`config.mk`:
```
export PLATFORM = sky130hd
export DESIGN_NAME = ped_crossing_ctrl
export DESIGN_NICKNAME = d
export VERILOG_FILES = /design/src/rtl/ped_crossing_ctrl.sv
export SDC_FILE = /design/constraint.sdc
export NUM_CORES = 1
export LEC_CHECK = 0
export CORE_AREA = 2 2 42 44
export DETAILED_ROUTE_END_ITERATION = 10
export DIE_AREA = 0 0 44 46
export PLACE_DENSITY = 0.76
export SLEW_MARGIN = 20
export SYNTH_ARGS = -nofsm -noshare
export SYNTH_HDL_FRONTEND = slang
export SYNTH_SLANG_ARGS = --single-unit
```
`constraint.sdc`:
```
create_clock -name clk -period 1.3 [get_ports clk]
set_input_delay 0.195 -clock clk [delete_from_list [all_inputs] [get_ports clk]]
set_output_delay 0.195 -clock clk [all_outputs]
set_load 0.01 [all_outputs]
```
`src/rtl/ped_crossing_ctrl.sv`:
```
// Pedestrian-crossing controller: grants a timed WALK then FLASH clearance inside a fresh red
// phase of the upstream traffic light, and latches a sticky fault on unsafe light sequences.
module ped_crossing_ctrl #(
    parameter int WALK_CYCLES  = 8,
    parameter int FLASH_CYCLES = 4,
    parameter int CNT_W        = 4
) (
    input  logic             clk,
    input  logic             reset,
    input  logic [2:0]       light,
    input  logic             ped_btn,
    output logic             walk,
    output logic             dont_walk,
    output logic             flash,
    output logic [CNT_W-1:0] countdown,
    output logic             req_pending,
    output logic             fault
);

    typedef enum logic [2:0] {
        S_IDLE     = 3'd0,
        S_WAIT_RED = 3'd1,
        S_WALK     = 3'd2,
        S_FLASH    = 3'd3,
        S_FAULT    = 3'd4
    } state_t;

    localparam logic [CNT_W-1:0] CNT_START = CNT_W'(WALK_CYCLES + FLASH_CYCLES - 1);
    localparam logic [CNT_W-1:0] CNT_FLASH = CNT_W'(FLASH_CYCLES);
    localparam logic [CNT_W-1:0] CNT_ONE   = CNT_W'(1);

    state_t           state_r;
    state_t           state_nxt_s;
    logic [CNT_W-1:0] cnt_r;
    logic [CNT_W-1:0] cnt_nxt_s;
    logic [2:0]       prev_light_r;
    logic             walk_r;
    logic             dont_walk_r;
    logic             flash_r;
    logic             req_pending_r;
    logic             fault_r;
    logic             legal_s;
    logic             red_s;
    logic             onset_s;

    assign legal_s = (light == 3'b100) || (light == 3'b010) || (light == 3'b001);
    assign red_s   = (light == 3'b100);
    assign onset_s = red_s && (prev_light_r != 3'b100);

    // Next-state and countdown; the counter is zero outside WALK/FLASH.
    always_comb begin
        state_nxt_s = state_r;
        cnt_nxt_s   = '0;
        case (state_r)
            S_IDLE: begin
                if (!legal_s) begin
                    state_nxt_s = S_FAULT;
                end else if (ped_btn) begin
                    state_nxt_s = S_WAIT_RED;
                end else begin
                    state_nxt_s = S_IDLE;
                end
            end
            S_WAIT_RED: begin
                if (!legal_s) begin
                    state_nxt_s = S_FAULT;
                end else if (onset_s) begin
                    state_nxt_s = S_WALK;
                    cnt_nxt_s   = CNT_START;
                end else begin
                    state_nxt_s = S_WAIT_RED;
                end
            end
            S_WALK: begin
                // Anything but red (illegal values included) while pedestrians cross is unsafe.
                if (!red_s) begin
                    state_nxt_s = S_FAULT;
                end else if (cnt_r == CNT_FLASH) begin
                    state_nxt_s = S_FLASH;
                    cnt_nxt_s   = cnt_r - CNT_ONE;
                end else begin
                    state_nxt_s = S_WALK;
                    cnt_nxt_s   = cnt_r - CNT_ONE;
                end
            end
            S_FLASH: begin
                if (!red_s) begin
                    state_nxt_s = S_FAULT;
                end else if (cnt_r == '0) begin
                    state_nxt_s = S_IDLE;
                end else begin
                    state_nxt_s = S_FLASH;
                    cnt_nxt_s   = cnt_r - CNT_ONE;
                end
            end
            S_FAULT: begin
                state_nxt_s = S_FAULT;
            end
            default: begin
                state_nxt_s = S_FAULT;
            end
        endcase
    end

    // State, light history and registered output decode of the next state.
    always_ff @(posedge clk or negedge reset) begin
        if (!reset) begin
            state_r       <= S_IDLE;
            cnt_r         <= '0;
            prev_light_r  <= 3'b100;
            walk_r        <= 1'b0;
            dont_walk_r   <= 1'b1;
            flash_r       <= 1'b0;
            req_pending_r <= 1'b0;
            fault_r       <= 1'b0;
        end else begin
            state_r       <= state_nxt_s;
            cnt_r         <= cnt_nxt_s;
            prev_light_r  <= light;
            walk_r        <= (state_nxt_s == S_WALK);
            dont_walk_r   <= (state_nxt_s != S_WALK);
            flash_r       <= (state_nxt_s == S_FLASH);
            req_pending_r <= (state_nxt_s == S_WAIT_RED);
            fault_r       <= (state_nxt_s == S_FAULT);
        end
    end

    assign walk        = walk_r;
    assign dont_walk   = dont_walk_r;
    assign flash       = flash_r;
    assign countdown   = cnt_r;
    assign req_pending = req_pending_r;
    assign fault       = fault_r;

endmodule

```
======== Word level (Yosys, flattened, before mapping) ========
Cells that the tools add are included.
word-level totals
  bits in registers ....................... 15
  bits in latches ......................... 0
  bits in writable memories ............... 0
  bits in read-only memories .............. 0
  input bits .............................. 6
  output and inout bits ................... 9
  memories kept ........................... 0
operators by class
  add/subtract/negate cells ............... 1
  multiply operators ...................... 0
  div/mod/pow operators ................... 0
  magnitude comparators ................... 0
  equality and inequality tests ........... 13
  shifts and indexed selects .............. 0
  multiplexer cells ....................... 15
  bitwise operators ....................... 0
  reduce and logical (&&, ||, !) cells .... 5
operators with widths
  kind                                                                count
  4-bit two-way mux                                                   5
  3-bit by 2-bit == test with 1-bit output, second input constant     5
  3-bit two-way mux                                                   4
  3-bit one-hot mux with 4 select lines                               1
  4-bit one-hot mux with 3 select lines                               1
  3-bit by 1-bit == test with 1-bit output, second input constant     3
  3-bit == test, second input constant                                2
  4-bit by 3-bit == test with 1-bit output, second input constant     1
  4-bit zero test                                                     1
  2-bit two-way mux                                                   2
  4-bit by 1-bit subtractor with 4-bit output, second input constant  1
  3-bit zero test                                                     1
  3-bit by 2-bit != test with 1-bit output, second input constant     1
  3-bit != test, second input constant                                1
  1-bit logical OR                                                    2
  1-bit two-way mux                                                   2
  1-bit logical AND                                                   1

======== Logic depth before layout (Yosys ltp) ========
Gate-level depths: netlist of the first run.
  depth in word-level cells ............... 6
  gate-level depth with buffers ........... 5
  gate-level depth less buffers ........... 5

======== Least setup slack after synthesis of the first run ========
OpenSTA, ideal clock, no wires.
  kind .................................... register -> register
  start ................................... register cnt_r[0] (netlist: countdown[0])
  end ..................................... register state_r[0]
  setup time .............................. 0.137 ns
  arrival time ............................ 1.153 ns
  required time ........................... 1.163 ns
  slack ................................... 0.010 ns
  stages on the path, launching flop included .. 6
  buffers on the path ..................... 0
  period minus slack after synthesis ...... 1.290 ns
  cell sequence ........................... dfrtp_1 inv_1 ha_1 nor2b_1 mux2i_1 o211ai_1
on the way
  cells in the longest elaborated chain, start to end .. 4
RTL lines
  element                                                                             RTL line  RTL
  start: declaration                                                                  34        logic [CNT_W-1:0] cnt_r;
  start signal: assignment                                                            118       cnt_r <= cnt_nxt_s;
  4-bit by 3-bit == test with 1-bit output / 4-bit zero test (equally long branches)  78, 89
  1-bit two-way mux / 2-bit two-way mux (equally long branches)                       78, 89
  3-bit two-way mux, on equally long branches                                         76, 87
  3-bit one-hot mux with 4 select lines *                                             54        case (state_r)
  via state_nxt_s[0]                                                                  33        state_t state_nxt_s;
  end signal: assignment                                                              117       state_r <= state_nxt_s;
  end: declaration                                                                    32        state_t state_r;
The timed path passes the listed nets; every way through them passes the cells marked *.

======== Worst setup path after layout of the first run ========
  start ................................... register dont_walk_r (netlist: dont_walk)
  end ..................................... output port dont_walk
RTL lines
  element                   RTL line  RTL
  start: declaration        38        logic dont_walk_r;
  start signal: assignment  121       dont_walk_r <= (state_nxt_s != S_WALK);
  end: declaration          13        output logic dont_walk,
No word-level cell between the ends.

==> impl_metrics.py, run 1 <==
metrics = {
    "timing": {
        "clock.fmax_mhz": 794,
        "finClkSkew_ps": 3.52,
        "final-setup-viol-count": 0,
        "relSlewSlack_pct": 82.3,
        "fin_crit_sh_pct": 96.9,
        "fin_tns_setup_ps": 0,
        "drv_slew": 0,
        "hold_viol": 0,
        "min_period_ps": 1260,
        "tightest_slew_ps": 265,
    },
    "synthesis": {
        "synth_cell_types": 31,
        "async_flop_share_pct": 100,
        "syn_inst": 59,
        "yosys_most_used_dff": "dfrtp_1",
        "synth_seq_cells": 15,
        "syn-num-nets": 66,
        "seq_area_frac_synth_pct": 54.5,
        "syn_area_per_cell_um2": 11.7,
        "yosysWarnings": 0,
        "synth-edff-count": 0,
        "syn_area_um2": 693,
    },
    "critical_path": {
        "critPathMaxStageDelay_ps": 520,
        "crit_start": "dont_walk",
        "crit_arrival_ps": 1060,
        "cp_cell_sequence": "dlygate4sd2_1",
        "crit_path_top_delay_cell": "dfstp_2",
        "required_ps": 1110,
        "cp-end-kind": "output port",
        "worstPathMaxFanout": 1,
        "worstSetupPathType": "reg -> out",
        "timing.rr.start": "countdown[1]",
        "cp_top_family": "flip-flops",
        "start_kind": "flip-flop",
        "crit_buf_inv": 1,
    },
    "grt": {
        "grt_overflow": 0,
        "antenna_found_initial": 0,
        "grt_pass1_vias": 529,
        "grt_start_max_net_pins": 16,
        "grt_pass1_wl_mm": 2.22,
        "grt_util_all_layers_pct": 16.6,
    },
    "place": {
        "port_buffers": 14,
        "place_inst": 95,
        "gp_congestion": 0.766,
        "dpl.hpwl_um": 971,
    },
    "clock_network": {
        "cts_root_buf": "clkbuf_4",
        "cts_buffers": 3,
        "cts.clk_slew.worst_paths_ps": 90,
        "clkLatencyLatePin_ps": 290,
        "htreeDepth": 1,
        "cts_sinks": 15,
        "clockBufferDepth": 2,
        "postCtsHoldBufs": 0,
        "cts_tree": "yes",
    },
    "routing": {
        "routed_via_density": 5.33,
        "drtAntennaViolNets": 0,
        "vias": 544,
        "met3_length_um": 59,
        "routed.top_layer": "met4",
        "wl_mm": 1.36,
        "drcViolationCount": 0,
        "dr_wl_met2_um": 653,
        "avgRoutedWirePerCell_um": 13.3,
        "drtIter0Drc": 10,
        "m1WireLength_um": 588,
        "drtPass1Iterations": 4,
    },
    "pwr": {
        "ir_drop_v": 0.000587,
        "powerDensity_nw_per_um2": 819,
        "power_leakage_nw": 0.433,
        "power.total_mw": 0.789,
    },
    "die": {
        "core_area_um2": 1610,
        "die_h_um": 46,
        "fp.dieArea_um2": 2020,
        "io_pins": 15,
        "die_w_um": 44,
        "start_util_pct": 42.9,
        "num_rows": 15,
    },
    "final_layout": {
        "nFillCells": 132,
        "finalNetCount": 93,
        "final_cells": 102,
        "drive_gt1_share_pct": 35.3,
        "diodes": 0,
        "area_growth_pct": 39.0,
    },
    "status": {
        "status": "completed",
    },
    "flow_run": {
        "cap_violations": 0,
    },
    "worst_hold_path": {
        "min_path_type": "in -> async",
    },
}
==> timing repair <==
item | CTS | global route
resized for setup | 13 | 8
gates cloned | 0 | 0
setup endpoints to repair | 12 | 10
pin swaps | 1 | 0
setup buffers | 3 | 0
endpoints found under the hold margin | 0 | 0
==> per-stage QoR <==
| step | setup slack (ps) | area, um^2 | hold slack (ps) | utilization [%] |
|---|---|---|---|---|
| floorplan | 9.71 | 693 | -101 | - |
| global placement | -139 | 885 | 525 | 54.8 |
| detailed placement | -170 | 885 | 530 | 54.8 |
| CTS | 0.701 | 937 | 217 | 58.1 |
| global route | -0.599 | 963 | 220 | 59.7 |
| finish | 40.8 | 963 | 214 | 59.7 |
==> flip-flops by register name (all words and copies together) (netlist names) <==
signal	flops
countdown	4
prev_light_r	3
state_r	3
dont_walk	1
fault	1
flash	1
req_pending	1
walk	1
==> kinds of logic (layout without fill, tap and decap cells) <==
kind of cell / after synthesis / count (layout) / synth area share (%)
AOI/OAI and AO/OA: 13 / 13 / 13.9
xor gates and xnor gates: 2 / 2 / 2.53
adders and majority gates: 1 / 1 / 1.80
buffers and inverters: 7 / 33 / 5.96
DFF: 15 / 15 / 54.5
muxes: 1 / 1 / 1.44
and+or+nand+nor: 20 / 20 / 19.9
==> cell usage after synthesis, types with 2 or more instances <==
cell       n  area [um^2]
o211ai_1   2         15.0
inv_1      4         15.0
nor2_1     2         7.51
buf_6      2         22.5
nand2_1    4         15.0
nand3_1    2         10.0
a21oi_1    4         20.0
o21bai_1   2         15.0
dfrtp_1   13          325
nor3b_1    2         15.0
dfstp_2    2         52.6
==> path summary, 6_finish.rpt <==
path                                   end  slack [ps]  cells after the start
max reg2reg                     state_r[0]          50                      5
min                                   walk         210                      2
min reg2reg                     state_r[2]         580                      1
min in group clk           prev_light_r[0]         490                      1
max in group asynchronous  prev_light_r[2]         850                      2
max                              dont_walk          40                      1
==> layout by cell type, fill, tap and decap left out, drive strengths merged <==
| cell | instances |
|---|---|
| a21o | 1 |
| a21oi | 5 |
| buf | 10 |
| clkbuf | 3 |
| clkdlybuf4s15 | 2 |
| clkdlybuf4s50 | 5 |
| clkinv | 1 |
| dfrtp | 13 |
| dfstp | 2 |
| dlygate4sd2 | 7 |
| ha | 1 |
| inv | 5 |
| mux2i | 1 |
| nand2 | 4 |
| nand2b | 1 |
| nand3 | 2 |
| nand3b | 1 |
| nand4b | 1 |
| nand4bb | 1 |
| nor2 | 2 |
| nor2b | 1 |
| nor3 | 1 |
| nor3b | 3 |
| nor4b | 1 |
| o2111ai | 1 |
| o211ai | 2 |
| o21bai | 2 |
| o22ai | 1 |
| o311ai | 1 |
| or2 | 1 |
| or3 | 1 |
| xnor2 | 1 |
| xor2 | 1 |
==> routing by layer <==
layer  track usage, %  vias up
met1             18.9      260
met3             3.57        4
met5                0        -
li1                 -      264
met4             16.4        0
met2             25.3       16
==> where the power goes <==
| part | internal [mW] | switching [mW] |
|---|---|---|
| Combinational | 0.0257 | 0.0225 |
| Clock | 0.114 | 0.152 |
| Sequential | 0.472 | 0.00162 |
| Total | 0.612 | 0.176 |
==> final cells by class <==
cell class                 count  area (um^2)  area share (%)
clock buffer                   3         22.5            2.34
clock inverter                 1         5.00           0.519
inverter                       5         18.8            1.95
multi-input combinational     37          310            32.2
sequential                    15          379            39.4
tap                           17         21.3            2.21
timing repair buffer          24          206            21.4
(Power assumes the default switching activity.)
==> run 2, diff against run 1 <==
MAX_ROUTING_LAYER = met4   (was default)
==> run 2 against run 1 <==
Register-to-register slack hardly changed. Sequential power about the same. Non-clock buffer count is the same. Sequential cell count stayed put. Die area unchanged. Routed wire length unchanged. Hold slack about the same. Setup slack about the same.
==> impl_metrics.py, run 2 (same netlist as run 1, synthesis figures left out) <==
metrics = {
    "clock_network": {
        "postCtsHoldBufs": 0,
        "clockBufferDepth": 2,
        "cts_tree": "yes",
        "clkLatencyLatePin_ps": 290,
        "htreeDepth": 1,
        "cts.clk_slew.worst_paths_ps": 90,
        "cts_buffers": 3,
        "cts_root_buf": "clkbuf_4",
        "cts_sinks": 15,
    },
    "die": {
        "core_area_um2": 1610,
        "num_rows": 15,
        "die_w_um": 44,
        "io_pins": 15,
        "start_util_pct": 42.9,
        "die_h_um": 46,
        "fp.dieArea_um2": 2020,
    },
    "final_layout": {
        "final_cells": 102,
        "drive_gt1_share_pct": 35.3,
        "largest_reg_flops": 4,
        "final_cell_mix": "dfrtp_1 (12), buf_4 (10), dlygate4sd2_1 (7), clkdlybuf4s50_1 (5)",
        "diodes": 0,
        "finalNetCount": 93,
        "final_common_cell": "dfrtp_1",
        "area_growth_pct": 39.0,
    },
    "pwr": {
        "powerDensity_nw_per_um2": 819,
        "internal_power_mw": 0.612,
        "power_frac_comb_pct": 6.1,
        "power_leakage_nw": 0.433,
        "clockPowerShare_pct": 33.8,
        "netSwitchingPower_mw": 0.176,
        "switching_share_pct": 22.4,
        "ir_drop_v": 0.000587,
        "sequentialPowerShare_pct": 60.1,
    },
    "routing": {
        "wl_mm": 1.36,
        "routed.top_layer": "met4",
        "avgRoutedWirePerCell_um": 13.3,
        "drtPass1Iterations": 4,
        "met3_length_um": 59,
        "vias": 544,
        "drcViolationCount": 0,
        "routed_via_density": 5.33,
        "m1WireLength_um": 588,
        "drtIter0Drc": 10,
        "drtAntennaViolNets": 0,
        "dr_wl_met2_um": 653,
    },
    "critical_path": {
        "cp_cell_sequence": "dlygate4sd2_1",
        "cp-end-kind": "output port",
        "crit_arrival_ps": 1060,
        "regToRegEndpoint": "state_r[0]",
        "crit_end": "dont_walk",
        "r2r_setup_slack_ps": 50,
        "crit_start": "dont_walk",
        "timing.rr.start": "countdown[1]",
        "reg2reg_depth": 5,
        "cp_top_family": "flip-flops",
        "worstPathMaxFanout": 1,
        "worstSetupPathType": "reg -> out",
        "start_kind": "flip-flop",
        "worst-path-stages": 1,
        "crit_buf_inv": 1,
        "crit_path_top_delay_cell": "dfstp_2",
        "required_ps": 1110,
        "critPathMaxStageDelay_ps": 520,
    },
    "timing": {
        "hold_viol": 0,
        "clock.fmax_mhz": 794,
        "finClkSkew_ps": 3.52,
        "min_period_ps": 1260,
        "holdWs_ps": 214,
        "drv_slew": 0,
        "relSlewSlack_pct": 82.3,
        "final-setup-viol-count": 0,
        "layout_setup_ws_ps": 40.8,
        "tightest_slew_ps": 265,
        "fin_crit_sh_pct": 96.9,
    },
    "grt": {
        "grt_util_all_layers_pct": 17.1,
        "grt_start_max_net_pins": 16,
        "grt_pass1_vias": 528,
        "grt_pass1_wl_mm": 2.23,
        "antenna_found_initial": 0,
        "grt_overflow": 0,
    },
    "place": {
        "dpl.hpwl_um": 971,
        "dp_slack_ps": -170,
        "port_buffers": 14,
        "place_inst": 95,
        "gp_congestion": 0.776,
    },
    "worst_hold_path": {
        "min_path_type": "in -> async",
    },
    "status": {
        "status": "completed",
    },
    "flow_run": {
        "cap_violations": 0,
    },
}
run 2: cell counts in the layout (fill, tap and decap cells not counted):
No cell type changed its count.
run 2: worst min path at each step:
stage / cells past startpoint / to / startpoint / slack, ps
floorplan: 0 / countdown[0] / reset / -100
global placement: 2 / req_pending / reset / 530
detailed placement: 2 / prev_light_r[1] / reset / 530
CTS: 2 / prev_light_r[1] / reset / 220
global route: 2 / prev_light_r[1] / reset / 220
finish: 2 / walk / reset / 210
run 2: area by class of cell:
class | instances | area (um^2)
Tap cell | 17 | 21.3
Clock buffer | 3 | 22.5
Timing Repair Buffer | 24 | 206
Clock inverter | 1 | 5.00
Fill cell | 132 | 651
Inverter | 5 | 18.8
Sequential cell | 15 | 379
Multi-Input combinational cell | 37 | 310
run 2: per-stage QoR:
step / util, % / setup TNS, ps / power [mW] / area [um^2]
final: 59.7 / 0 / 0.789 / 963
after global routing: 59.7 / -0.599 / 0.823 / 963
after CTS: 58.1 / 0 / 0.797 / 937
after detailed placement: 54.8 / -1380 / 0.531 / 885
after global placement: 54.8 / -1080 / 0.529 / 885
after floorplan: - / 0 / 0.493 / 693
run 2: power by group through the flow:
| stage | Clock, mW | Sequential, mW | Combinational [mW] |
|---|---|---|---|
| 2_1_floorplan | 0 | 0.482 | 0.0109 |
| 3_3_place_gp | 0 | 0.482 | 0.0471 |
| 3_5_place_dp | 0 | 0.483 | 0.0482 |
| 4_1_cts | 0.275 | 0.474 | 0.0483 |
| 5_1_grt | 0.295 | 0.475 | 0.0534 |
| 6_report | 0.267 | 0.474 | 0.0482 |
run 2: per-layer routing:
metal / GRT usage [%] / vias up
li1: - / 264
met1: 18.9 / 260
met2: 25.3 / 16
met3: 3.57 / 4
met4: 16.4 / 0
met5: - / -
run 2: timing repair:
action,in CTS,in global routing
pin swaps,1,0
resized for setup,13,8
setup buffers,3,0
setup endpoints to repair,12,10
==> run 3, diff against run 2 <==
--- a/config.mk
+++ b/config.mk
@@ -6,7 +6,9 @@
 export NUM_CORES = 1
 export LEC_CHECK = 0
+export CAP_MARGIN = 10
 export CORE_AREA = 2 2 42 44
 export DETAILED_ROUTE_END_ITERATION = 10
 export DIE_AREA = 0 0 44 46
+export GPL_TIMING_DRIVEN = 0
 export MAX_ROUTING_LAYER = met4
 export PLACE_DENSITY = 0.76
==> constraint.sdc (replaced) <==
create_clock -name clk -period 1.3 [get_ports clk]
set_input_delay 0.195 -clock clk [delete_from_list [all_inputs] [get_ports clk]]
set_output_delay 0.195 -clock clk [all_outputs]
set_load 0.005 [all_outputs]
==> run 3 against run 2 <==
Sequential cell count did not move. Setup slack improved by 10 ps. Maximum frequency rose by 0.84%. Register-to-register slack barely moved. Combinational power fell by 13%. Clock power fell by 3%. Cell area fell by 3.2%. Final cell count fell by 5.9%. Routed wire length fell by 9.1%. Total power fell by 1.9%.
==> impl_metrics.py, run 3 (same netlist as run 1, synthesis figures left out) <==
metrics = {
    "final_layout": {
        "finish.utilization_pct": 57.8,
        "drive_gt1_share_pct": 30.4,
        "finalNetCount": 87,
        "nFillCells": 137,
        "area_growth_pct": 34.5,
        "final_cell_mix": "dfrtp_1 (12), dlygate4sd2_1 (9), clkdlybuf4s50_1 (5), nand2_1 (4), a21oi_1 (4)",
        "largest_reg_flops": 4,
        "diodes": 0,
        "final_common_cell": "dfrtp_1",
    },
    "critical_path": {
        "crit_buf_inv": 2,
        "worstPathMaxFanout": 9,
        "cp_cell_sequence": "buf_6 > or3_4 > buf_6 > a21o_1",
        "worstSetupPathType": "reg -> reg",
        "r2r_setup_slack_ps": 50,
        "start_kind": "flip-flop",
        "crit_arrival_ps": 1470,
        "cp-end-kind": "flip-flop",
        "cpMostUsedCell": "buf_6",
        "crit_path_top_delay_cell": "dfrtp_1",
        "cp_top_family": "flip-flops",
        "critPathMaxStageDelay_ps": 380,
        "required_ps": 1520,
    },
    "clock_network": {
        "htreeDepth": 1,
        "cts_buffers": 3,
        "clockBufferDepth": 2,
        "postCtsHoldBufs": 0,
        "clkLatencyLatePin_ps": 280,
        "cts_root_buf": "clkbuf_4",
        "cts_tree": "yes",
        "cts.clk_slew.worst_paths_ps": 90,
        "cts_sinks": 15,
    },
    "routing": {
        "avgRoutedWirePerCell_um": 12.9,
        "routed_via_density": 5.27,
        "drtAntennaViolNets": 0,
        "drtPass1Iterations": 4,
        "vias": 506,
        "drcViolationCount": 0,
        "drtIter0Drc": 13,
        "wl_mm": 1.24,
    },
    "die": {
        "core_area_um2": 1610,
        "fp.dieArea_um2": 2020,
        "start_util_pct": 42.9,
        "die_w_um": 44,
        "num_rows": 15,
        "die_h_um": 46,
        "io_pins": 15,
    },
    "status": {
        "status": "completed",
    },
    "timing": {
        "hold_viol": 0,
        "tightest_slew_ps": 660,
        "clock.fmax_mhz": 801,
        "holdWs_ps": 312,
        "rsz0062_at_grt": "false",
        "final-setup-viol-count": 0,
        "drv_slew": 0,
        "relSlewSlack_pct": 55.8,
        "fin_crit_sh_pct": 96.1,
        "min_period_ps": 1250,
        "finClkSkew_ps": 4.13,
    },
    "place": {
        "port_buffers": 14,
        "gp_congestion": 0.740,
        "dpl.hpwl_um": 869,
    },
    "pwr": {
        "powerDensity_nw_per_um2": 830,
        "power.total_mw": 0.774,
        "power_leakage_nw": 0.422,
        "ir_drop_v": 0.000514,
    },
    "grt": {
        "grt_pass1_vias": 474,
        "grt_overflow": 0,
        "grt_start_max_net_pins": 16,
        "grt_util_all_layers_pct": 14.6,
        "grt_pass1_wl_mm": 1.98,
        "antenna_found_initial": 0,
    },
    "worst_hold_path": {
        "min_path_type": "in -> async",
    },
    "flow_run": {
        "cap_violations": 0,
    },
}
run 3: path summary, 6_finish.rpt:
| check | endpoint | cells after the start | startpoint |
|---|---|---|---|
| worst max-delay path | dont_walk | 4 | state_r[1] |
| worst min-delay path | walk | 1 | reset |
| worst max register to register | dont_walk | 4 | state_r[1] |
| worst min register to register | state_r[2] | 1 | state_r[2] |
| max in group asynchronous | countdown[3] | 1 | reset |
| min in group clk | prev_light_r[2] | 1 | light[2] |
run 3: power by group:
group          switching, mW  leakage (nW)  internal (mW)
clock                  0.144        0.0177          0.114
sequential           0.00155         0.186          0.472
combinational         0.0215         0.218         0.0205
total                  0.167         0.422          0.607
run 3: timing repair:
| action | in CTS | in global routing |
|---|---|---|
| pin swaps | 1 | 0 |
| endpoints found under the setup margin | 13 | 7 |
| endpoints found under the hold margin | 0 | 0 |
| gates resized for setup | 13 | 7 |
| gates cloned | 0 | 0 |
| setup buffers | 2 | 0 |
run 3: final cells by class:
| cell class | count | area, um^2 | share of cell area, % |
|---|---|---|---|
| plain buffers | 2 | 22.5 | 2.42 |
| clock inverters | 1 | 5.00 | 0.537 |
| inverters | 5 | 18.8 | 2.01 |
| well taps | 17 | 21.3 | 2.28 |
| multi-input cells | 37 | 319 | 34.2 |
| repair buffers | 16 | 144 | 15.4 |
| flip-flops and latches | 15 | 379 | 40.7 |
| clock buffers | 3 | 22.5 | 2.42 |
run 3: routing by layer:
metal / vias to the layer above / global-route usage [%] / routed length, um
li1: 248 / - / -
met1: 242 / 16.6 / 575
met2: 12 / 22.1 / 584
met3: 4 / 2.38 / 37
met4: 0 / 12.7 / 39
met5: - / - / 0
run 3: worst reg2reg max path, cell delays in order, from the launching register on:
cell and delay, ps:
dfrtp_1 380, buf_6 140, or3_4 380, buf_6 140, a21o_1 150
run 3: metrics by stage:
stage               instances  setup slack, ps  setup TNS, ps  cell area, um^2
finish                     96             51.3              0              932
global route               96             13.0              0              932
CTS                        96             5.66              0              902
detailed placement         90             -231          -2020              855
global placement           90             -202          -1660              855
floorplan                  59             39.7              0              693
